===== config.mk =====
export PLATFORM = sky130hd
export DESIGN_NAME = freq_scan_ctrl_flat
export DESIGN_NICKNAME = d
export VERILOG_FILES = /design/src/rtl/freq_scan_ctrl_pkg.sv /design/src/rtl/freq_scan_ctrl_if.sv /design/src/rtl/freq_gate_core.sv /design/src/rtl/freq_scan_ctrl.sv /design/src/flat_wrapper.sv
export SDC_FILE = /design/constraint.sdc
export NUM_CORES = 1
export LEC_CHECK = 0
export BUFFER_PORTS_ARGS = -buffer_cell sky130_fd_sc_hd__buf_2
export CAP_MARGIN = 0
export CORE_MARGIN = 2
export CORE_UTILIZATION = 45
export CTS_BUF_LIST = sky130_fd_sc_hd__clkbuf_16
export DETAILED_ROUTE_END_ITERATION = 10
export GPL_TIMING_DRIVEN = 0
export PLACE_DENSITY = 0.67
export SETUP_SLACK_MARGIN = 0.3
export SYNTH_ARGS = -nofsm -noshare
export SYNTH_HDL_FRONTEND = slang
export SYNTH_SLANG_ARGS = --single-unit

===== constraint.sdc =====
create_clock -name i_clk -period 2.1 [get_ports i_clk]
set_input_delay 0.21 -clock i_clk [delete_from_list [all_inputs] [get_ports i_clk]]
set_output_delay 0.21 -clock i_clk [all_outputs]
set_load 0.005 [all_outputs]

===== src/rtl/freq_scan_ctrl_pkg.sv =====
// freq_scan_ctrl shared types and constants.
// State encoding, channel-width helper, saturation value.
package freq_scan_ctrl_pkg;

  typedef enum logic [2:0] {
    ST_IDLE    = 3'd0,
    ST_SELECT  = 3'd1,
    ST_SETTLE  = 3'd2,
    ST_GATE    = 3'd3,
    ST_PRESENT = 3'd4
  } state_t;

  localparam logic [31:0] SAT_MAX = 32'hFFFF_FFFF;

  function automatic int ch_w(input int n);
    return (n <= 2) ? 1 : $clog2(n);
  endfunction

endpackage


===== src/rtl/freq_scan_ctrl_if.sv =====
// Result handshake bundle of freq_scan_ctrl.
// master = producer of results, slave = consumer.
interface freq_scan_ctrl_if
  import freq_scan_ctrl_pkg::*;
#(
  parameter int N_CH = 4
);
  localparam int CH_W = ch_w(N_CH);

  logic [31:0]     result;
  logic [CH_W-1:0] result_ch;
  logic            result_valid;
  logic            result_ready;
  logic            result_sat;

  modport master (
    output result, result_ch, result_valid, result_sat,
    input  result_ready
  );

  modport slave (
    input  result, result_ch, result_valid, result_sat,
    output result_ready
  );
endinterface


===== src/rtl/freq_gate_core.sv =====
// Synchronizer, rising-edge detect, saturating counter.
// o_count/o_sat include this cycle's edge for latching.
module freq_gate_core
  import freq_scan_ctrl_pkg::*;
#(
  parameter logic [31:0] CLR_VAL = '0
) (
  input  logic        i_clk,
  input  logic        i_rst,
  input  logic        i_sig,
  input  logic        i_clr,
  input  logic        i_count_en,
  output logic [31:0] o_count,
  output logic        o_sat
);

  // [0]=sync ff1, [1]=sync ff2, [2]=prev for edge detect
  logic [2:0]  sync_q, sync_d;
  logic [31:0] cnt_q, cnt_d;
  logic        sat_q, sat_d;
  logic        rise;

  // Registers: synchronizer chain and counter state
  always_ff @(posedge i_clk) begin
    if (i_rst) begin
      sync_q <= '0;
      cnt_q  <= '0;
      sat_q  <= 1'b0;
    end else begin
      sync_q <= sync_d;
      cnt_q  <= cnt_d;
      sat_q  <= sat_d;
    end
  end

  // Next state: shift the chain, count edges, clamp at max
  always_comb begin
    sync_d = {sync_q[1:0], i_sig};
    rise   = sync_q[1] & ~sync_q[2];
    cnt_d  = cnt_q;
    sat_d  = sat_q;
    if (i_clr) begin
      cnt_d = CLR_VAL;
      sat_d = 1'b0;
    end else if (i_count_en && rise) begin
      if (cnt_q == SAT_MAX) begin
        sat_d = 1'b1;
      end else begin
        cnt_d = cnt_q + 32'd1;
      end
    end
  end

  assign o_count = cnt_d;
  assign o_sat   = sat_d;

endmodule


===== src/rtl/freq_scan_ctrl.sv =====
// Round-robin gated frequency measurement controller.
// One shared edge counter, results on valid/ready.
module freq_scan_ctrl
  import freq_scan_ctrl_pkg::*;
#(
  parameter int          N_CH          = 4,
  parameter int          GATE_CYCLES   = 25_000_000,
  parameter int          SETTLE_CYCLES = 4,
  parameter logic [31:0] CNT_PRELOAD   = '0
) (
  input  logic            i_clk,
  input  logic            i_rst,
  input  logic [N_CH-1:0] i_freq_in,
  input  logic [N_CH-1:0] i_ch_enable,
  input  logic            i_start,
  input  logic            i_continuous,
  output logic            o_busy,
  freq_scan_ctrl_if.master res
);

  localparam int CH_W = ch_w(N_CH);
  localparam int SW   = $clog2(SETTLE_CYCLES);
  localparam int GW   = (GATE_CYCLES > 1) ?
                        $clog2(GATE_CYCLES) : 1;

  state_t          state_q, state_d;
  logic [CH_W-1:0] ptr_q, ptr_d;
  logic [CH_W-1:0] sel_q, sel_d;
  logic            last_q, last_d;
  logic [SW-1:0]   settle_q, settle_d;
  logic [GW-1:0]   gate_q, gate_d;
  logic [31:0]     result_q, result_d;
  logic [CH_W-1:0] rch_q, rch_d;
  logic            rsat_q, rsat_d;

  logic [CH_W-1:0] pick;
  logic [CH_W-1:0] top_en;
  logic            hit;
  logic            clr;
  logic            cnt_en;
  logic [31:0]     core_cnt;
  logic            core_sat;

  function automatic logic [CH_W-1:0] wrap_add(
    input logic [CH_W-1:0] a,
    input int              b
  );
    int s;
    s = int'(a) + b;
    if (s >= N_CH) s = s - N_CH;
    return CH_W'(s);
  endfunction

  freq_gate_core #(
    .CLR_VAL (CNT_PRELOAD)
  ) u_core (
    .i_clk      (i_clk),
    .i_rst      (i_rst),
    .i_sig      (i_freq_in[sel_q]),
    .i_clr      (clr),
    .i_count_en (cnt_en),
    .o_count    (core_cnt),
    .o_sat      (core_sat)
  );

  // Channel search: first enabled at/after ptr, and the top one
  always_comb begin
    pick   = '0;
    hit    = 1'b0;
    top_en = '0;
    for (int i = N_CH - 1; i >= 0; i--) begin
      if (i_ch_enable[wrap_add(ptr_q, i)]) begin
        pick = wrap_add(ptr_q, i);
        hit  = 1'b1;
      end
    end
    for (int i = 0; i < N_CH; i++) begin
      if (i_ch_enable[i]) top_en = CH_W'(i);
    end
  end

  // State and datapath registers
  always_ff @(posedge i_clk) begin
    if (i_rst) begin
      state_q  <= ST_IDLE;
      ptr_q    <= '0;
      sel_q    <= '0;
      last_q   <= 1'b0;
      settle_q <= '0;
      gate_q   <= '0;
      result_q <= '0;
      rch_q    <= '0;
      rsat_q   <= 1'b0;
    end else begin
      state_q  <= state_d;
      ptr_q    <= ptr_d;
      sel_q    <= sel_d;
      last_q   <= last_d;
      settle_q <= settle_d;
      gate_q   <= gate_d;
      result_q <= result_d;
      rch_q    <= rch_d;
      rsat_q   <= rsat_d;
    end
  end

  // Scan FSM: next state, timers, pointer, result capture
  always_comb begin
    state_d  = state_q;
    ptr_d    = ptr_q;
    sel_d    = sel_q;
    last_d   = last_q;
    settle_d = settle_q;
    gate_d   = gate_q;
    result_d = result_q;
    rch_d    = rch_q;
    rsat_d   = rsat_q;
    clr      = 1'b0;
    cnt_en   = 1'b0;
    unique case (state_q)
      ST_IDLE: begin
        if ((i_start || i_continuous) && |i_ch_enable) begin
          ptr_d   = '0;
          state_d = ST_SELECT;
        end
      end
      ST_SELECT: begin
        clr = 1'b1;
        if (hit) begin
          sel_d    = pick;
          last_d   = (pick == top_en);
          settle_d = SW'(SETTLE_CYCLES - 1);
          state_d  = ST_SETTLE;
        end else begin
          state_d = ST_IDLE;
        end
      end
      ST_SETTLE: begin
        if (settle_q == '0) begin
          gate_d  = GW'(GATE_CYCLES - 1);
          state_d = ST_GATE;
        end else begin
          settle_d = settle_q - SW'(1);
        end
      end
      ST_GATE: begin
        cnt_en = 1'b1;
        if (gate_q == '0) begin
          result_d = core_cnt;
          rsat_d   = core_sat;
          rch_d    = sel_q;
          state_d  = ST_PRESENT;
        end else begin
          gate_d = gate_q - GW'(1);
        end
      end
      ST_PRESENT: begin
        if (res.result_ready) begin
          ptr_d = wrap_add(sel_q, 1);
          if (!last_q || i_continuous) begin
            state_d = ST_SELECT;
          end else begin
            state_d = ST_IDLE;
          end
        end
      end
      default: state_d = ST_IDLE;
    endcase
  end

  assign o_busy           = (state_q != ST_IDLE);
  assign res.result_valid = (state_q == ST_PRESENT);
  assign res.result       = result_q;
  assign res.result_ch    = rch_q;
  assign res.result_sat   = rsat_q;

endmodule


===== src/flat_wrapper.sv =====
// flat-port wrapper written by rule: the top's interface ports become plain ports
module freq_scan_ctrl_flat import freq_scan_ctrl_pkg::*;
#(
  parameter int          N_CH          = 4,
  parameter int          GATE_CYCLES   = 25_000_000,
  parameter int          SETTLE_CYCLES = 4,
  parameter logic [31:0] CNT_PRELOAD   = '0
)
  (i_clk, i_rst, i_freq_in, i_ch_enable, i_start, i_continuous, o_busy, res_result, res_result_ch, res_result_valid, res_result_sat, res_result_ready);
  freq_scan_ctrl_if #(.N_CH(N_CH)) res_i ();
  input  logic i_clk;
  input  logic i_rst;
  input  logic [N_CH-1:0] i_freq_in;
  input  logic [N_CH-1:0] i_ch_enable;
  input  logic i_start;
  input  logic i_continuous;
  output logic o_busy;
  output wire logic [$bits(res_i.result)-1:0] res_result;
  output wire logic [$bits(res_i.result_ch)-1:0] res_result_ch;
  output wire logic [$bits(res_i.result_valid)-1:0] res_result_valid;
  output wire logic [$bits(res_i.result_sat)-1:0] res_result_sat;
  input wire logic [$bits(res_i.result_ready)-1:0] res_result_ready;
  assign res_result = res_i.result;
  assign res_result_ch = res_i.result_ch;
  assign res_result_valid = res_i.result_valid;
  assign res_result_sat = res_i.result_sat;
  assign res_i.result_ready = res_result_ready;
  freq_scan_ctrl #(.N_CH(N_CH), .GATE_CYCLES(GATE_CYCLES), .SETTLE_CYCLES(SETTLE_CYCLES), .CNT_PRELOAD(CNT_PRELOAD)) u_core (.i_clk(i_clk), .i_rst(i_rst), .i_freq_in(i_freq_in), .i_ch_enable(i_ch_enable), .i_start(i_start), .i_continuous(i_continuous), .o_busy(o_busy), .res(res_i));
endmodule

==> impl_metrics.ini, run 1 <==
[sta]
setup_slack_ns = -0.2348
skew_ns = 0.01209
finalSetupViolations = 55
period_share_pct = 111.2
finalCriticalPeriod_ns = 2.335
tightest_slew_ns = 0.7425
slew_headroom_pct = 50.05
fmax_mhz = 428.3
finalHoldViolations = 0
final_max_slew_viol_count = 0
whs_ns = 0.1832
rsz0062_at_grt = true

[layout]
antenna_cells = 0
nFillCells = 691
finish.net_count = 668
area_delta_synth_final_pct = 46.72
final_core_util_pct = 68.56
seq_area_um2 = 2162
multiInputGateArea_um2 = 3137
drive_gt1_share_pct = 41.98

[grt]
grt_use_total_pct = 21.39
grt_pass1_vias = 4047
grt_max_degree = 18
gr-total-overflow = 0
antenna_found_initial = 0
grt_pass1_wl_um = 19440

[synth]
synthFlopType = dfxtp_1
yosysTopAreaCell = dfxtp_1
yosys-top-cells-area = dfxtp_1 (46%), nor2_1 (7.1%), xnor2_1 (5.5%), xor2_1 (4.6%), nand2_1 (3.7%)
async_flop_share_pct = 0
synth-seq-cells = 106
synth_cells = 536
syn-cell-area_um2 = 4609
synth_cell_types = 45
synth_edf_count = 0
seq_area_frac_synth_pct = 46.04
synth_top_cell_area_share_pct = 46.04
synth_common_cells = dfxtp_1 (106), nor2_1 (87), nand2_1 (46)
yosysMostFrequentCell = dfxtp_1
synth_warnings = 0
avgSynthCellArea_um2 = 8.600
syn-num-nets = 553

[worst_setup_path]
critPathArrivalTime_ns = 2.53
crit_type = register to register
cp_max_fo = 6
cpPeakStageDelay_ns = 0.57
cp_common_cell = or4_4
critPathCaptureType = register
cp_top_family = simple AND/OR/NAND/NOR gates
crit_required_ns = 2.30
worst-path-buf-inv = 1
worstSetupStartpointType = register
crit_slowest_cell = or4_4
path_cells = or4_4, or4_4, o211ai_4, buf_4, nor2_1, xnor2_1, a21oi_1

[pwr]
p_leak_nw = 2.595
intPower_mw = 4.323
p_switching_mw = 2.305
p_sw_share_pct = 34.78
pwr-share-comb_pct = 38.1
ir_worst_vdd_v = 0.0006538
p_per_area_nw_per_um2 = 980.2
seq_power_share_pct = 36.2
clkPwrFrac_pct = 25.8
power_mw = 6.629

[detailed_routing]
viasPerCell = 5.605
drtIter0Drc = 292
num_vias = 4417
detail-route-antenna-nets = 0
wl_um = 13680
drc = 0
routedWlPerCell_um = 17.36
first_pass_iters = 5

[cts]
clk_pin_slew_ns = 0.07
cts.path.max_buffers = 2
postCtsHoldBufs = 0
cts-buffers-inserted = 9
cts_tree = done
clk_root_buffer_cell = clkbuf_16
clkSinkCount = 106
ctsHtreeMaxLevel = 3
clk_latency_ns = 0.35

[floorplan]
die_area_um2 = 11070
pin_count = 50
initial_utilization_pct = 46.73
die_w_um = 105.2
core-area_um2 = 9864
die_h_um = 105.2
rows = 36

[outcome]
violations = setup timing
status = complete, but fails checks

[min_path]
min_path_type = input port to register

[placed_design]
portBuffers = 49
gp_congestion = 0.8539
hpwl_um = 7504

[job]
cap_violations = 0
## worst register-to-register path: cells and delay by family (launching register included)
kind            cells  cell delay (ns)
compound gates      2             0.41
xor+xnor            1             0.16
buf+inv             1             0.17
flops               1             0.33
simple gates        3             1.13
## placed cells by master, fill, tap and decap left out, drive strengths merged, types with 2 or more instances in the layout
| cell | count |
|---|---|
| buf | 115 |
| dfxtp | 106 |
| nor2 | 87 |
| nand2 | 46 |
| o21ai | 35 |
| xnor2 | 29 |
| xor2 | 24 |
| a21oi | 23 |
| nor3 | 21 |
| clkbuf | 21 |
| nand4 | 18 |
| nor4 | 16 |
| inv | 15 |
| and3 | 12 |
| nand3 | 12 |
| nand2b | 8 |
| a211oi | 8 |
| and4 | 7 |
| nor2b | 6 |
| or4 | 6 |
| mux2i | 6 |
| and2 | 5 |
| or3 | 5 |
| ha | 4 |
| a31oi | 2 |
| o311ai | 2 |
| nor4b | 2 |
| nor3b | 2 |
## state kept, by name, indices dropped and copies added (netlist names), 2 cells and up
register	flops
u_core.gate_q	25
u_core.ptr_q	2
u_core.res.result	32
u_core.res.result_ch	2
u_core.sel_q	2
u_core.settle_q	2
u_core.state_q	3
u_core.u_core.cnt_q	32
u_core.u_core.sync_q	3
## area by class of cell
cell class,instances,share of cell area [%]
Multi-Input combinational cell,396,46.38
Sequential cell,106,31.97
Timing Repair Buffer,104,11.36
Clock buffer,9,3.330
Buffer,23,2.923
Tap cell,133,2.461
Clock inverter,6,0.9621
Inverter,11,0.6105
## final timing paths
kind | from | cells after the start | to | slack, ns
max | u_core.gate_q[15]$_SDFFE_PP0P_ | 7 | u_core.gate_q[24]$_SDFFE_PP0P_ | -0.23
min | res_result_ready | 4 | u_core.state_q[2]$_SDFFE_PP0P_ | 0.18
max reg2reg | u_core.gate_q[15]$_SDFFE_PP0P_ | 7 | u_core.gate_q[24]$_SDFFE_PP0P_ | -0.23
min reg2reg | u_core.u_core.sync_q[0]$_SDFF_PP0_ | 1 | u_core.u_core.sync_q[1]$_SDFF_PP0_ | 0.44
## stage by stage
step	instance area [µm²]	setup TNS [ns]	instances	setup WS [ns]
floorplan	4682	-1.350	536	-0.1089
global placement	5094	-15.56	718	-0.4702
detailed placement	5094	-16.72	718	-0.5166
CTS	6085	-6.545	768	-0.2211
global route	6763	-11.76	788	-0.3384
finish	6763	-6.718	788	-0.2348
## what timing repair did
action | 4_1_cts | 5_1_grt
resized for setup | 114 | 121
pin swaps | 36 | 53
endpoints found under the setup margin | 95 | 104
endpoints found under the hold margin | 0 | 0
setup buffers | 31 | 20
cloned | 4 | 0
## power groups by stage
| stage | Combinational [mW] | Sequential (mW) | Clock, mW |
|---|---|---|---|
| after global routing | 2.67 | 2.42 | 1.79 |
| final | 2.52 | 2.40 | 1.71 |
| after detailed placement | 1.51 | 2.40 | 0 |
| after floorplan | 1.24 | 2.37 | 0 |
| after CTS | 2.03 | 2.37 | 1.71 |
| after global placement | 1.48 | 2.39 | 0 |
## kinds of logic (layout without fill, tap and decap cells)
group	count (synthesis)	after routing	share of synthesized area (%)
xor gates and xnor gates	53	53	10.07
DFF	106	106	46.04
buffers and inverters	34	153	2.959
and+or+nand+nor	254	254	27.96
adders and majority gates	4	4	1.086
muxes	7	7	1.792
AOI/OAI and AO/OA	78	78	10.10
## metal layers
metal,part of all wire [%],GRT usage (%),vias up
met1,43,28.19,2147
met4,2.5,8.952,0
li1,-,-,2090
met5,0,0,-
met3,4.2,3.649,32
met2,50,34.65,148
No activity file was read; power rests on OpenSTA's default activity.
==> inputs of run 2 (changes only) <==
--- a/config.mk
+++ b/config.mk
@@ -7,12 +7,13 @@
 export LEC_CHECK = 0
 export BUFFER_PORTS_ARGS = -buffer_cell sky130_fd_sc_hd__buf_2
 export CAP_MARGIN = 0
+export CELL_PAD_IN_SITES_DETAIL_PLACEMENT = 1
+export CELL_PAD_IN_SITES_GLOBAL_PLACEMENT = 2
 export CORE_MARGIN = 2
-export CORE_UTILIZATION = 45
-export CTS_BUF_LIST = sky130_fd_sc_hd__clkbuf_16
+export CORE_UTILIZATION = 32
 export DETAILED_ROUTE_END_ITERATION = 10
 export GPL_TIMING_DRIVEN = 0
-export PLACE_DENSITY = 0.67
+export PLACE_DENSITY = 0.76
 export SETUP_SLACK_MARGIN = 0.3
 export SYNTH_ARGS = -nofsm -noshare
 export SYNTH_HDL_FRONTEND = slang
==> impl_metrics.ini, run 2 (synthesis gave the netlist of run 1 again) <==
[cts]
cts_tree = done
clk_root_buffer_cell = clkbuf_16
clk_pin_slew_ns = 0.08
ctsHtreeMaxLevel = 3
cts.path.max_buffers = 2
clk_latency_ns = 0.36
postCtsHoldBufs = 0
cts-buffers-inserted = 9
clkSinkCount = 106

[layout]
seq_area_um2 = 2188
fin_area_um2 = 7083
instances_no_fill = 844
area_delta_synth_final_pct = 53.66
drive_gt1_share_pct = 47.74
finish.net_count = 676
multiInputGateArea_um2 = 3211
layout_commonest_cell = nor2_1
nFillCells = 1583
layout_common_cells = nor2_1 (74), dfxtp_1 (73), buf_2 (49)
antenna_cells = 0

[sta]
slew_headroom_pct = 45.49
tightest_slew_ns = 0.8103
final_max_slew_viol_count = 0
fmax_mhz = 428.4
finalCriticalPeriod_ns = 2.334
finalSetupViolations = 53
skew_ns = 0.01223
rsz0062_at_grt = true
setup_slack_ns = -0.2342
period_share_pct = 111.2
finalHoldViolations = 0
whs_ns = 0.1656

[detailed_routing]
drc = 0
detail-route-antenna-nets = 0
viasPerCell = 5.145
wl_um = 15050
drtIter0Drc = 133
first_pass_iters = 4
num_vias = 4342
routedWlPerCell_um = 17.83

[worst_setup_path]
reg2reg_from = u_core.gate_q[15]$_SDFFE_PP0P_
critPathArrivalTime_ns = 2.57
rrSetupSlack_ns = -0.23
critPathCaptureType = register
crit_type = register to register
cp_max_fo = 5
crit_required_ns = 2.33
endpoint = u_core.gate_q[15]$_SDFFE_PP0P_
worstSetupStartpointType = register
crit_start = u_core.gate_q[15]$_SDFFE_PP0P_
reg2reg_depth = 7
rr_endpoint = u_core.gate_q[15]$_SDFFE_PP0P_

[grt]
grt_pass1_vias = 4488
antenna_found_initial = 0
grt_use_total_pct = 19.34
grt_pass1_wl_um = 22930
gr-total-overflow = 0
grt_max_degree = 20

[placed_design]
place_area_um2 = 5152
gp_congestion = 0.7773
portBuffers = 49
placedCellCount = 765
post-place-ws_ns = -0.6074
hpwl_um = 8990

[floorplan]
rows = 43
die_h_um = 124.0
initial_utilization_pct = 32.95
die_area_um2 = 15380
pin_count = 50
core-area_um2 = 13990
die_w_um = 124.0

[outcome]
violations = setup timing
status = complete, but fails checks

[pwr]
power_mw = 6.896
ir_worst_vdd_v = 0.0005722
p_leak_nw = 2.648
p_per_area_nw_per_um2 = 973.5

[job]
cap_violations = 0

[min_path]
min_path_type = input port to register
-- run 2: cell count changes in the layout (fill, tap and decap cells not counted), sizes merged --
cell,delta
inv,-1
buf,+10
clkbuf,-1
clkinv,+1
-- run 2: power breakdown --
| part | total, mW | switching, mW | internal (mW) |
|---|---|---|---|
| Clock | 1.83 | 0.844 | 0.984 |
| Combinational | 2.68 | 1.39 | 1.29 |
| Sequential | 2.39 | 0.195 | 2.19 |
-- run 2: layout make-up --
| type | count | share of cell area, % |
|---|---|---|
| Buffer | 23 | 3.003 |
| Clock buffer | 10 | 3.374 |
| Clock inverter | 6 | 1.148 |
| Inverter | 11 | 0.5829 |
| Multi-Input combinational cell | 396 | 45.33 |
| Sequential cell | 106 | 30.90 |
| Tap cell | 180 | 3.180 |
| Timing Repair Buffer | 112 | 12.49 |
-- run 2: per-layer routing --
metal	up-vias	routed length (µm)	GRT usage [%]
li1	2105	-	-
met5	-	0	0
met2	59	7819	33.72
met4	0	333	7.163
met3	20	357	2.976
met1	2158	6540	24.06
-- run 2: how the worst min path moves through the flow --
stage                                       startpoint                                  to  slack, ns  cells past startpoint
finish                                res_result_ready      u_core.state_q[2]$_SDFFE_PP0P_       0.17                      4
global route                          res_result_ready      u_core.state_q[2]$_SDFFE_PP0P_       0.22                      4
CTS                                   res_result_ready      u_core.state_q[2]$_SDFFE_PP0P_       0.15                      4
detailed placement  u_core.res.result[22]$_SDFFE_PP0P_  u_core.res.result[22]$_SDFFE_PP0P_       0.44                      2
global placement    u_core.res.result[20]$_SDFFE_PP0P_  u_core.res.result[20]$_SDFFE_PP0P_       0.43                      2
floorplan                             res_result_ready      u_core.state_q[2]$_SDFFE_PP0P_       0.40                      3
-- run 2: worst max-delay path: stages, from the launching register on --
cell	delay, ns
dfxtp_2	0.32
or4_4	0.56
or4_4	0.51
nor3b_4	0.31
buf_6	0.17
nor3_2	0.06
xnor2_1	0.21
nor2_1	0.06
-- run 2: through the flow --
step | utilization [%] | TNS, ns
finish | 50.64 | -7.349
global placement | 36.83 | -21.48
floorplan | - | -1.350
global route | 50.64 | -11.17
CTS | 46.17 | -8.551
detailed placement | 36.83 | -22.52
-- run 2: timing repair --
item	4_1_cts	5_1_grt
gates cloned	4	0
pin swaps	54	64
setup buffers	36	23
gates resized for setup	167	116
setup endpoints to repair	101	103
==> inputs of run 3 (changes only) <==
==> constraint.sdc (replaced) <==
create_clock -name i_clk -period 2.1 [get_ports i_clk]
set_input_delay 0.315 -clock i_clk [delete_from_list [all_inputs] [get_ports i_clk]]
set_output_delay 0.315 -clock i_clk [all_outputs]
set_load 0.005 [all_outputs]
==> impl_metrics.ini, run 3 (synthesis gave the netlist of run 1 again) <==
[worst_setup_path]
crit_slowest_cell = or4_4
critPathArrivalTime_ns = 2.56
crit_required_ns = 2.33
cpPeakStageDelay_ns = 0.56
crit_type = register to register
critPathCaptureType = register
worstSetupStartpointType = register
cp_max_fo = 5
cp_common_cell = or4_4
path_cells = or4_4, or4_4, nor3b_4, buf_6, nor3_2, xnor2_1, nor2_1

[grt]
gr-total-overflow = 0
grt_pass1_vias = 4488
grt_max_degree = 20
grt_use_total_pct = 19.34
grt_pass1_wl_um = 22930
antenna_found_initial = 0

[floorplan]
initial_utilization_pct = 32.95
core-area_um2 = 13990
die_area_um2 = 15380
die_h_um = 124.0
die_w_um = 124.0
pin_count = 50
rows = 43

[cts]
ctsHtreeMaxLevel = 3
clkSinkCount = 106
clk_pin_slew_ns = 0.08
cts.path.max_buffers = 2
clk_latency_ns = 0.36
cts_tree = done
clk_root_buffer_cell = clkbuf_16
cts-buffers-inserted = 9

[detailed_routing]
routedWlPerCell_um = 17.83
drc = 0
detail-route-antenna-nets = 0
viasPerCell = 5.154
wl_um = 15050
first_pass_iters = 4
drtIter0Drc = 126
num_vias = 4350

[layout]
layout_common_cells = nor2_1 (74), dfxtp_1 (73), buf_2 (49)
finish.net_count = 676
seq_area_um2 = 2188
multiInputGateArea_um2 = 3211
drive_gt1_share_pct = 47.74
final_core_util_pct = 50.68
nFillCells = 1581
instances_no_fill = 844
antenna_cells = 0
layout_commonest_cell = nor2_1
area_delta_synth_final_pct = 53.80

[pwr]
ir_worst_vdd_v = 0.0005719
p_leak_nw = 2.649
power_mw = 6.893
p_per_area_nw_per_um2 = 972.3

[sta]
slew_headroom_pct = 45.41
tightest_slew_ns = 0.8114
finalHoldViolations = 0
period_share_pct = 111.1
finalSetupViolations = 53
skew_ns = 0.01153
final_max_slew_viol_count = 0
finalCriticalPeriod_ns = 2.334
fmax_mhz = 428.5
rsz0062_at_grt = true
tns_ns = -7.295
setup_slack_ns = -0.2338

[outcome]
violations = setup timing
status = complete, but fails checks

[placed_design]
placedCellCount = 765
gp_congestion = 0.7773
hpwl_um = 8990
portBuffers = 49

[job]
cap_violations = 0

[min_path]
min_path_type = input port to register
-- run 3: critical path, delay by kind of cell (launching register included) --
family,cells,cell delay (ns)
AND/OR/NAND/NOR,5,1.50
flip-flops,1,0.32
buffers and inverters,1,0.17
XOR/XNOR,1,0.21
-- run 3: layout make-up --
class	instances	share of cell area (%)
buffer	23	3.089
clock buffer	10	3.371
clock inverter	6	1.147
inverter	11	0.5824
multi-input combinational	396	45.29
sequential	106	30.87
tap	180	3.177
timing repair buffer	112	12.48
-- run 3: where the power goes --
group,internal [mW],switching (mW)
Combinational,1.29,1.39
Clock,0.984,0.842
Sequential,2.19,0.196
Total,4.47,2.42
-- run 3: final timing paths --
check,from,endpoint,slack (ns),depth (start not counted)
max,u_core.gate_q[15]$_SDFFE_PP0P_,u_core.gate_q[15]$_SDFFE_PP0P_,-0.23,7
min,res_result_ready,u_core.state_q[2]$_SDFFE_PP0P_,0.27,4
max reg2reg,u_core.gate_q[15]$_SDFFE_PP0P_,u_core.gate_q[15]$_SDFFE_PP0P_,-0.23,7
min reg2reg,u_core.res.result[16]$_SDFFE_PP0P_,u_core.res.result[16]$_SDFFE_PP0P_,0.46,2
-- run 3: per-stage QoR --
stage / hold slack (ns) / instance area, µm² / setup WS (ns)
after floorplan: 0.4138 / 4682 / -0.1089
after global placement: 0.4331 / 5152 / -0.6066
after detailed placement: 0.4416 / 5152 / -0.6074
after CTS: 0.2592 / 6466 / -0.2599
after global routing: 0.3249 / 7089 / -0.3119
final: 0.2710 / 7089 / -0.2338
-- run 3: timing repair --
action	in CTS	in global routing
resized for setup	169	114
hold buffers	0	0
setup buffers	36	23
pin swaps	54	64
hold endpoints to repair	0	0
endpoints found under the setup margin	102	104
cloned	4	0
-- run 3: layer usage --
metal	track usage [%]	share of wire (%)
met4	7.163	2.2
met5	0	0
met2	33.72	52
met3	2.976	2.4
met1	24.06	43
